==> src/rtl/counter.sv <==
// Debounced up/down push-button counter, 0..9 with wrap, driving a binary LED
// bus and an active-low seven-segment display.

module counter_debounce #(
  parameter int unsigned DEBOUNCE_CYCLES = 4
) (
  input  logic clk,
  input  logic rst_n,
  input  logic btn_raw,
  output logic press
);

  localparam int unsigned CNT_W = 8;
  localparam logic [CNT_W-1:0] CNT_LAST = CNT_W'(DEBOUNCE_CYCLES - 1);

  logic [1:0]       sync_q;
  logic             level_q;
  logic             level_d;
  logic [CNT_W-1:0] cnt_q;
  logic [CNT_W-1:0] cnt_d;
  logic             press_q;
  logic             press_d;

  // Synchronizer, debounced level, run counter and press pulse.
  always_ff @(posedge clk) begin
    if (!rst_n) begin
      sync_q  <= 2'b11;
      level_q <= 1'b1;
      cnt_q   <= '0;
      press_q <= 1'b0;
    end else begin
      sync_q  <= {sync_q[0], btn_raw};
      level_q <= level_d;
      cnt_q   <= cnt_d;
      press_q <= press_d;
    end
  end

  // A sample equal to the debounced level restarts the run count.
  always_comb begin
    level_d = level_q;
    cnt_d   = '0;
    press_d = 1'b0;
    if (sync_q[1] != level_q) begin
      if (cnt_q == CNT_LAST) begin
        level_d = sync_q[1];
        press_d = ~sync_q[1];
      end else begin
        cnt_d = cnt_q + CNT_W'(1);
      end
    end
  end

  assign press = press_q;

endmodule

module counter #(
  parameter int unsigned DEBOUNCE_CYCLES = 4
) (
  input  logic       Clk,
  input  logic       Rst,
  input  logic [1:0] Push,
  output logic [3:0] Cnt_o_LED,
  output logic [6:0] Seg_o
);

  localparam int unsigned COUNT_W = 4;
  localparam int unsigned SEG_W   = 7;
  localparam logic [COUNT_W-1:0] COUNT_MAX = COUNT_W'(9);

  logic                up_press;
  logic                dn_press;
  logic [COUNT_W-1:0]  count_q;
  logic [COUNT_W-1:0]  count_d;
  logic [SEG_W-1:0]    seg_q;
  logic [SEG_W-1:0]    seg_d;

  counter_debounce #(.DEBOUNCE_CYCLES(DEBOUNCE_CYCLES)) u_db_up (
    .clk     (Clk),
    .rst_n   (Rst),
    .btn_raw (Push[1]),
    .press   (up_press)
  );

  counter_debounce #(.DEBOUNCE_CYCLES(DEBOUNCE_CYCLES)) u_db_dn (
    .clk     (Clk),
    .rst_n   (Rst),
    .btn_raw (Push[0]),
    .press   (dn_press)
  );

  // Segment image {g,f,e,d,c,b,a}, active-low; out-of-range values blank.
  function automatic logic [SEG_W-1:0] seg_decode(input logic [COUNT_W-1:0] v);
    logic [SEG_W-1:0] s;
    case (v)
      4'd0:    s = 7'b1000000;
      4'd1:    s = 7'b1111001;
      4'd2:    s = 7'b0100100;
      4'd3:    s = 7'b0110000;
      4'd4:    s = 7'b0011001;
      4'd5:    s = 7'b0010010;
      4'd6:    s = 7'b0000010;
      4'd7:    s = 7'b1111000;
      4'd8:    s = 7'b0000000;
      4'd9:    s = 7'b0010000;
      default: s = 7'b1111111;
    endcase
    return s;
  endfunction

  // Simultaneous up and down presses cancel.
  always_comb begin
    count_d = count_q;
    if (up_press && !dn_press) begin
      count_d = (count_q >= COUNT_MAX) ? '0 : count_q + COUNT_W'(1);
    end else if (dn_press && !up_press) begin
      count_d = (count_q == '0 || count_q > COUNT_MAX) ? COUNT_MAX : count_q - COUNT_W'(1);
    end
    seg_d = seg_decode(count_d);
  end

  // Segment image is registered alongside the count so both move on one edge.
  always_ff @(posedge Clk) begin
    if (!Rst) begin
      count_q <= '0;
      seg_q   <= 7'b1000000;
    end else begin
      count_q <= count_d;
      seg_q   <= seg_d;
    end
  end

  assign Cnt_o_LED = count_q;
  assign Seg_o     = seg_q;

endmodule

==> config.mk <==
export PLATFORM = sky130hd
export DESIGN_NAME = counter
export DESIGN_NICKNAME = d
export VERILOG_FILES = /design/src/rtl/counter.sv
export SDC_FILE = /design/constraint.sdc
export NUM_CORES = 1
export LEC_CHECK = 0
export ABC_AREA = 1
export BUFFER_PORTS_ARGS = -buffer_cell sky130_fd_sc_hd__buf_2
export CORE_MARGIN = 2
export CORE_UTILIZATION = 58
export CTS_CLUSTER_SIZE = 12
export DETAILED_ROUTE_END_ITERATION = 10
export PLACE_DENSITY_LB_ADDON = 0.15
export SLEW_MARGIN = 20
export SYNTH_ARGS = -nofsm -noshare
export SYNTH_HDL_FRONTEND = slang
export SYNTH_SLANG_ARGS = --single-unit
==> constraint.sdc <==
create_clock -name Clk -period 2.2 [get_ports Clk]
set_clock_uncertainty 0.05 [all_clocks]
set_input_delay 0.44 -clock Clk [delete_from_list [all_inputs] [get_ports Clk]]
set_output_delay 0.44 -clock Clk [all_outputs]
set_load 0.05 [all_outputs]
### After elaboration in Yosys (flattened, before gate mapping)

Memory sizes are Yosys's and may differ from the RTL's. A register that Yosys moved wholly into a read port is not among the register bits.
Index checks and enable logic that the tools add are counted.

* logic and storage cells: 42
* memory bits (writable): 0
* memory bits (read-only): 112
* output and inout port bits: 11
* flip-flop bits (word level): 28
* memories: 1
* bits in latches: 0
* input bits: 4

* mux-type cells: 4
* bitwise gates (word level): 5
* divide/modulo/power cells: 0
* $mul: 0
* add/subtract/negate cells: 4
* shifts and indexed selects: 0
* reduce and logical (&&, ||, !) cells: 13
* equal/unequal tests: 4
* magnitude comparators: 2

Memories
* (no name shown): depth 16, bits a word 7, rd ports 1, clocked after Yosys merged registers in 1, write ports 0, RTL line 96 `case (v)`

Operator list (count)
* adder 8 x 1 -> 8 bit, second input constant: 2
* == test 8 x 2 -> 1 bit, second input constant: 2
* 2-to-1 mux 4 bit: 4
* AND reduction 3 bit: 2
* OR reduction 3 bit: 2
* inverter 1 bit: 5
* adder 4 x 1 -> 4 bit, second input constant: 1
* greater-or-equal comparator 4 bit, second input constant: 1
* > comparator 4 bit, second input constant: 1
* zero test 4 bit: 1
* AND reduction 2 bit: 2
* subtractor 4 x 1 -> 4 bit, second input constant: 1
* zero test 1 bit: 3
* logical AND 1 bit: 2
* != test 1 bit: 2
* logical OR 1 bit: 1

### Longest topological paths before layout

Gate-level depths: netlist of the first run.

* depth in word-level cells: 5
* gate-level depth with buffers: 15
* mapped depth without buffers: 15

### Modules after synthesis

A second synthesis of the first run with hierarchy kept.

* cells, all modules: 280
* area, all modules: 1994.4 µm²

Modules (own cells, without submodules)
* counter_debounce: cells each 82, area an instance 588.1 µm², sequential area each 240.2 µm², instances 2
* counter: cells each 116, area an instance 818.3 µm², sequential area each 220.2 µm², instances 1

### Worst setup path after synthesis of the first run

No wires, ideal clock.

* path kind: reg2reg
* from: reg count_q[0], in the netlist Cnt_o_LED[0]
* to: reg seg_q[3], in the netlist Seg_o[3]
* path slack: -0.059 ns
* arrival: 2.150 ns
* stages on the path, launching flop included: 14
* buffers on the path: 0
* data required time: 2.091 ns
* setup time: 0.059 ns
* period minus slack after synthesis: 2.259 ns
* cells stage by stage: dfxtp_1 inv_2 ha_1 nand2_2 nand3_1 nand2_1 nand2_1 nand2_1 nand2_1 ha_1 inv_1 o21ai_0 nand2_1 nand2_1

* cells in the longest elaborated chain, start to end: 5
* elaborated cells on any way between the ends: 10
* classes of those cells: add/sub: 2; order compare: 2; mux: 4; reduce/logical: 2

Ends and longest elaborated chain
* from (decl): RTL line 74 `logic [COUNT_W-1:0] count_q;`
* from (signal assigned): RTL line 129 `count_q <= count_d;`
* > comparator 4 bit or zero test 4 bit (tied branches): RTL line 118 `count_d = (count_q == '0 || count_q > COUNT_MAX) ? COUNT_MAX : count_q - COUNT_W'(1);`
* logical OR 1 bit: RTL line 118
* 2-to-1 mux 4 bit: RTL line 118
* 2-to-1 mux 4 bit: RTL line 117 `end else if (dn_press && !up_press) begin`
* 2-to-1 mux 4 bit *: RTL line 115 `if (up_press && !dn_press) begin`
* via count_d[1]: RTL line 75 `logic [COUNT_W-1:0] count_d;`
* to (decl): RTL line 76 `logic [SEG_W-1:0] seg_q;`

Mark *: on every way through the listed nets, which the timed path passes. The rest lies on a longest branch.
A chain may end at the register's enable or synchronous reset.

### Worst setup path in the final report of the first run

Ends and elaborated chain as after synthesis.

==> results of run 1 <==
[power breakdown]
part	total (uW)	switching, uW	leakage, uW	internal (uW)
registers	640	2.35	0.000284	638
clock network	338	214	0.0000293	124
logic	21.9	12.8	0.000638	9.06
total	1000	229	0.000951	771
[layout by cell type, fill, tap and decap left out, types with 2 or more instances in the layout]
cell / n
nand3_4: 2
o21ai_0: 6
buf_2: 14
xor2_1: 5
dfxtp_2: 2
nand2_1: 52
ha_1: 10
o21ai_1: 3
nand4_1: 4
clkbuf_1: 2
nor2_1: 29
a21oi_1: 7
nor4_1: 2
clkbuf_4: 5
nand2_4: 2
nand3_1: 15
dfxtp_1: 33
nand2_2: 9
nor3_1: 4
or2_2: 5
inv_1: 31
inv_2: 5
[stage by stage]
step	instance area, um2	cells	setup slack [ns]	hold WS (ns)
6_report	1903	289	0.2244	0.2219
5_1_grt	1903	289	0.001722	0.2170
4_1_cts	1898	289	0.2120	0.2165
2_1_floorplan	1735	236	0.1485	0.3425
3_5_place_dp	1848	281	0.2187	0.3499
3_3_place_gp	1848	281	0.2907	0.3436
[kinds of logic after synthesis]
family,synth area share [%]
AO/OA/AOI/OAI,5.054
XOR/XNOR,3.032
adder cells (fa/ha/maj),7.220
buffers and inverters,8.592
flip-flops,40.43
AND/OR/NAND/NOR,35.67
[layer usage]
metal	GRT usage (%)	part of all wire, %	routed length (um)
met5	0	0	0
met3	6.154	4.0	113
met1	24.97	53	1499
met2	28.25	41	1150
met4	7.792	1.9	54
[worst max-delay path by stage]
stage          cells after the start  endpoint
4_1_cts                           15  Seg_o[4]
6_report                          13  Seg_o[3]
3_3_place_gp                      15  Seg_o[4]
2_1_floorplan                     12  Seg_o[3]
3_5_place_dp                      13  Seg_o[3]
5_1_grt                           15  Seg_o[4]
[worst max-delay path, cell delays in order (launching register included)]
cell and delay, ns:
dfxtp_2 0.38, inv_2 0.07, ha_1 0.23, nand2_2 0.08, nand3_1 0.10, nand2_1 0.08
nand2_1 0.08, nand2_1 0.14, nand2_2 0.10, ha_1 0.28, inv_1 0.04, o21ai_0 0.17
nand2_1 0.07, nand2_1 0.05
[what timing repair did]
action,in CTS,in global routing
gates resized for setup,0,2
setup endpoints to repair,0,2
endpoints found under the hold margin,0,0
[flip-flops by register name (all words and copies together), names as in the netlist]
signal	count
u_db_dn.cnt_q	8
u_db_dn.level_q	1
u_db_dn.sync_q	2
u_db_up.press	1
u_db_up.level_q	1
u_db_up.sync_q	2
u_db_dn.press	1
u_db_up.cnt_q	8
Cnt_o_LED	4
Seg_o	7
[layout make-up]
class | instances | area share [%]
Timing Repair Buffer | 15 | 4.076
Inverter | 38 | 7.627
Tap cell | 31 | 2.038
Clock buffer | 7 | 2.367
Multi-Input combinational cell | 162 | 46.68
Clock inverter | 1 | 0.2630
Sequential cell | 35 | 36.95
==> flow_metrics.tcl, run 1 <==
set metrics [dict create \
    vias 1392 \
    synth_top_area_share_pct 40.43 \
    r2r_end "Seg_o[3]" \
    finalSetupViolations 0 \
    yosysSeqAreaShare_pct 40.43 \
    p_leak_uw 0.0009514 \
    start_util_pct 61.78 \
    routedWlPerCell_um 9.751 \
    cp-startpoint "Cnt_o_LED[0]" \
    antenna_cells 0 \
    global_route.overflow_total 0 \
    critPathMaxFanout 6 \
    core_area_mm2 0.002805 \
    die-height_um 58.66 \
    finalMaxSlewViolations 0 \
    layout-drive-gt1-share_pct 19.38 \
    fill_cells 225 \
    end_kind "flip-flop" \
    synth_edf_count 0 \
    row_count 19 \
    cts_sinks 35 \
    power.density_mw_per_mm2 525.6 \
    min_path_cells 2 \
    period_share_pct 89.80 \
    rr_startpoint "Cnt_o_LED[0]" \
    dieWidth_um 58.66 \
    postCtsSetupRepairBufs 0 \
    cts-root-buf "clkbuf_4" \
    finalPower_uw 1000 \
    status "finished clean" \
    regToRegSetupSlack_ns 0.22 \
    tightest_slew_ns 0.4701 \
    crit_type "flip-flop to flip-flop" \
    grt_pass1_vias 1246 \
    worstRegToRegCells 13 \
    synth.most_common_cell "nand2_1" \
    clock_latency_ns 0.34 \
    whs_endpoint "u_db_dn.sync_q[0]" \
    rsz0062_at_grt "false" \
    max_freq_ghz 0.5062 \
    clkTransAtPathRegs_ns 0.11 \
    synth-seq-cells 35 \
    multiInputGateArea_um2 888.4 \
    async_reset_ff_share_pct 0 \
    hp-start "Push[0]" \
    start_kind "flip-flop" \
    antenna_found_initial 0 \
    place_hpwl_mm 2.111 \
    syn_avg_cell_area_um2 7.343 \
    synthTopCellsByCount "nand2_1 (54), dfxtp_1 (35), inv_1 (31)" \
    syn_nets 250 \
    grt_pass1_wl_mm 4.961 \
    ctsLongestPathBuffers 2 \
    ys_types 28 \
    cts_hold_buf 0 \
    numCtsBuffers 5 \
    h-tree-depth 2 \
    slew_headroom_pct 68.45 \
    grt_use_total_pct 18.81 \
    ant_nets 0 \
    dieArea_mm2 0.003441 \
    final_nets 271 \
    numPortBuffers 14 \
    layout_min_cycle_time_ns 1.976 \
    drt-vias-per-instance 4.817 \
    worstPathRequired_ns 2.45 \
    ys_warn_count 0 \
    cp_data_arrival_time_ns 2.22 \
    area_growth_pct 9.820 \
    wl_mm 2.818 \
    synthTopCellsByArea "dfxtp_1 (40%), nand2_1 (12%), ha_1 (7.2%)" \
    synth_area_mm2 0.001733 \
    grt_max_degree 11 \
    vdd_drop_max_mv 0.4376 \
    ff_latch_area_um2 703.2 \
    drt_pre_antenna_iters 4 \
    synthCells 236 \
    drc 0 \
    cts_tree "yes" \
    setup_tns_ns 0 \
    hp-class "input pin to flip-flop" \
    io_pins 15 \
    maxCapViolCount 0 \
    first_iter_violations 61 \
    utilization_pct 67.84 \
    synth_flop_cell "dfxtp_1" \
    place_congestion 0.8388 \
    synth_top_area_cell "dfxtp_1" \
    hold_violations 0 \
]
Note: power is estimated with default switching activity, not from simulation.
==> run 2, diff against run 1 <==
CORE_UTILIZATION = 42   (was 58)
==> flow_metrics.tcl, run 2 (synthesis results as in run 1) <==
set metrics [dict create \
    grt_max_degree 12 \
    r2r_end "Seg_o[3]" \
    utilization_pct 49.28 \
    rsz0062_at_grt "false" \
    cp_data_arrival_time_ns 2.11 \
    slew_headroom_pct 67.07 \
    layout_common_cells "nand2_1 (54), dfxtp_1 (33), inv_1 (31), nor2_1 (29), nand3_1 (15)" \
    core_area_mm2 0.003971 \
    max_freq_ghz 0.5046 \
    cp-startpoint "Cnt_o_LED[0]" \
    hp-class "input pin to flip-flop" \
    setup_tns_ns 0 \
    hold_violations 0 \
    cts-root-buf "clkbuf_8" \
    regToRegSetupSlack_ns 0.22 \
    io_pins 15 \
    crit_path_end "Seg_o[3]" \
    rr_startpoint "Cnt_o_LED[0]" \
    drt_pre_antenna_iters 5 \
    period_share_pct 90.09 \
    start_kind "flip-flop" \
    antenna_found_initial 0 \
    final_nets 271 \
    dieWidth_um 68.24 \
    dieArea_mm2 0.004656 \
    layout-drive-gt1-share_pct 18.99 \
    finalSetupViolations 0 \
    tightest_slew_ns 0.4907 \
    die-height_um 68.24 \
    grt_pass1_vias 1237 \
    ctsLongestPathBuffers 2 \
    place_hpwl_mm 2.201 \
    routedWlPerCell_um 9.594 \
    power.density_mw_per_mm2 569.5 \
    maxCapViolCount 0 \
    first_iter_violations 55 \
    h-tree-depth 2 \
    layout_min_cycle_time_ns 1.982 \
    finalMaxSlewViolations 0 \
    worstRegToRegCells 14 \
    crit_type "flip-flop to flip-flop" \
    drt-vias-per-instance 4.578 \
    cp_slowest_cell "dfxtp_2" \
    row_count 23 \
    drc 0 \
    cts_tree "yes" \
    numCtsBuffers 5 \
    crit_top_cell "nand2_1" \
    global_route.overflow_total 0 \
    antenna_cells 0 \
    status "finished clean" \
    ant_nets 0 \
    grt_use_total_pct 15.13 \
    cpPeakStageDelay_ns 0.34 \
    worstPathRequired_ns 2.33 \
    clkTransAtPathRegs_ns 0.07 \
    grt_pass1_wl_mm 5.271 \
    area_growth_pct 12.92 \
    clock_latency_ns 0.28 \
    wl_mm 2.955 \
    end_kind "flip-flop" \
    start_util_pct 43.64 \
    ctsResizeCount 0 \
    crit_chain "inv_2 > ha_1 > nand2_2 > nand2_1 > nand3_1 > inv_1 > nand2_1 > nand2_1 > inv_2 > ha_1 > inv_1 > o21ai_0 > nand2_1 > nand2_1" \
    p_leak_uw 0.0009644 \
    numPortBuffers 14 \
    place_congestion 0.8440 \
    critPathMaxFanout 6 \
    mostFrequentLayoutCell "nand2_1" \
    cts_hold_buf 0 \
    vias 1410 \
    vdd_drop_max_mv 0.4489 \
    postCtsSetupRepairBufs 0 \
    cts_sinks 35 \
]
==> run 2: changes by cell type in the layout (fill, tap and decap cells not counted) <==
| cell | change |
|---|---|
| clkbuf_4 | -5 |
| nand2_1 | +2 |
| clkbuf_1 | -1 |
| nand2_2 | -2 |
| clkbuf_8 | +5 |
| clkinvlp_4 | +1 |
==> run 2: final cells by class <==
type | count | area (um2)
sequential | 35 | 703.2
fill | 417 | 2014
clock inverter | 2 | 12.51
clock buffer | 6 | 72.57
inverter | 38 | 145.1
timing repair buffer | 15 | 77.57
multi-input combinational | 162 | 883.3
tap | 50 | 62.56
==> run 2: worst min-delay path by stage <==
stage	startpoint	depth (start not counted)	to	slack [ns]
floorplan	u_db_dn.sync_q[0]	1	u_db_dn.sync_q[1]	0.34
global route	Push[1]	2	u_db_up.sync_q[0]	0.28
CTS	Push[1]	2	u_db_up.sync_q[0]	0.28
detailed placement	u_db_up.sync_q[0]	1	u_db_up.sync_q[1]	0.35
finish	Push[1]	2	u_db_up.sync_q[0]	0.29
global placement	u_db_up.sync_q[0]	1	u_db_up.sync_q[1]	0.35
==> run 2: where the power goes <==
| part | total, uW | leakage, uW | switching, uW | internal (uW) |
|---|---|---|---|---|
| logic | 21.8 | 0.000639 | 12.8 | 9.02 |
| clock network | 453 | 0.0000412 | 231 | 221 |
| registers | 640 | 0.000284 | 2.39 | 638 |
==> run 2: metrics by stage <==
stage,setup slack [ns],hold WS (ns),cells,power (uW),instance area [um2]
floorplan,0.1485,0.3425,236,668.0,1735
global placement,0.2740,0.3466,300,676.9,1872
CTS,0.2250,0.2816,308,1133,1957
finish,0.2181,0.2884,308,1114,1957
detailed placement,0.2412,0.3515,300,677.1,1872
global route,0.02815,0.2816,308,1165,1957
==> run 2: routing by layer <==
layer  track usage (%)  share of wire [%]  vias to the layer above
li1                  -                  -                      775
met1             20.00                 52                      601
met2             22.09                 42                       30
met3             5.428                4.9                        4
met4             6.500                1.0                        0
met5                 0                  0                        -
==> run 2: worst max-delay path, delay by kind of cell, from the launching register on <==
kind	cells	cell delay, ns
DFF	1	0.34
buffers and inverters	4	0.34
adders and majority gates	2	0.49
AOI/OAI and AO/OA	1	0.09
and+or+nand+nor	7	0.57
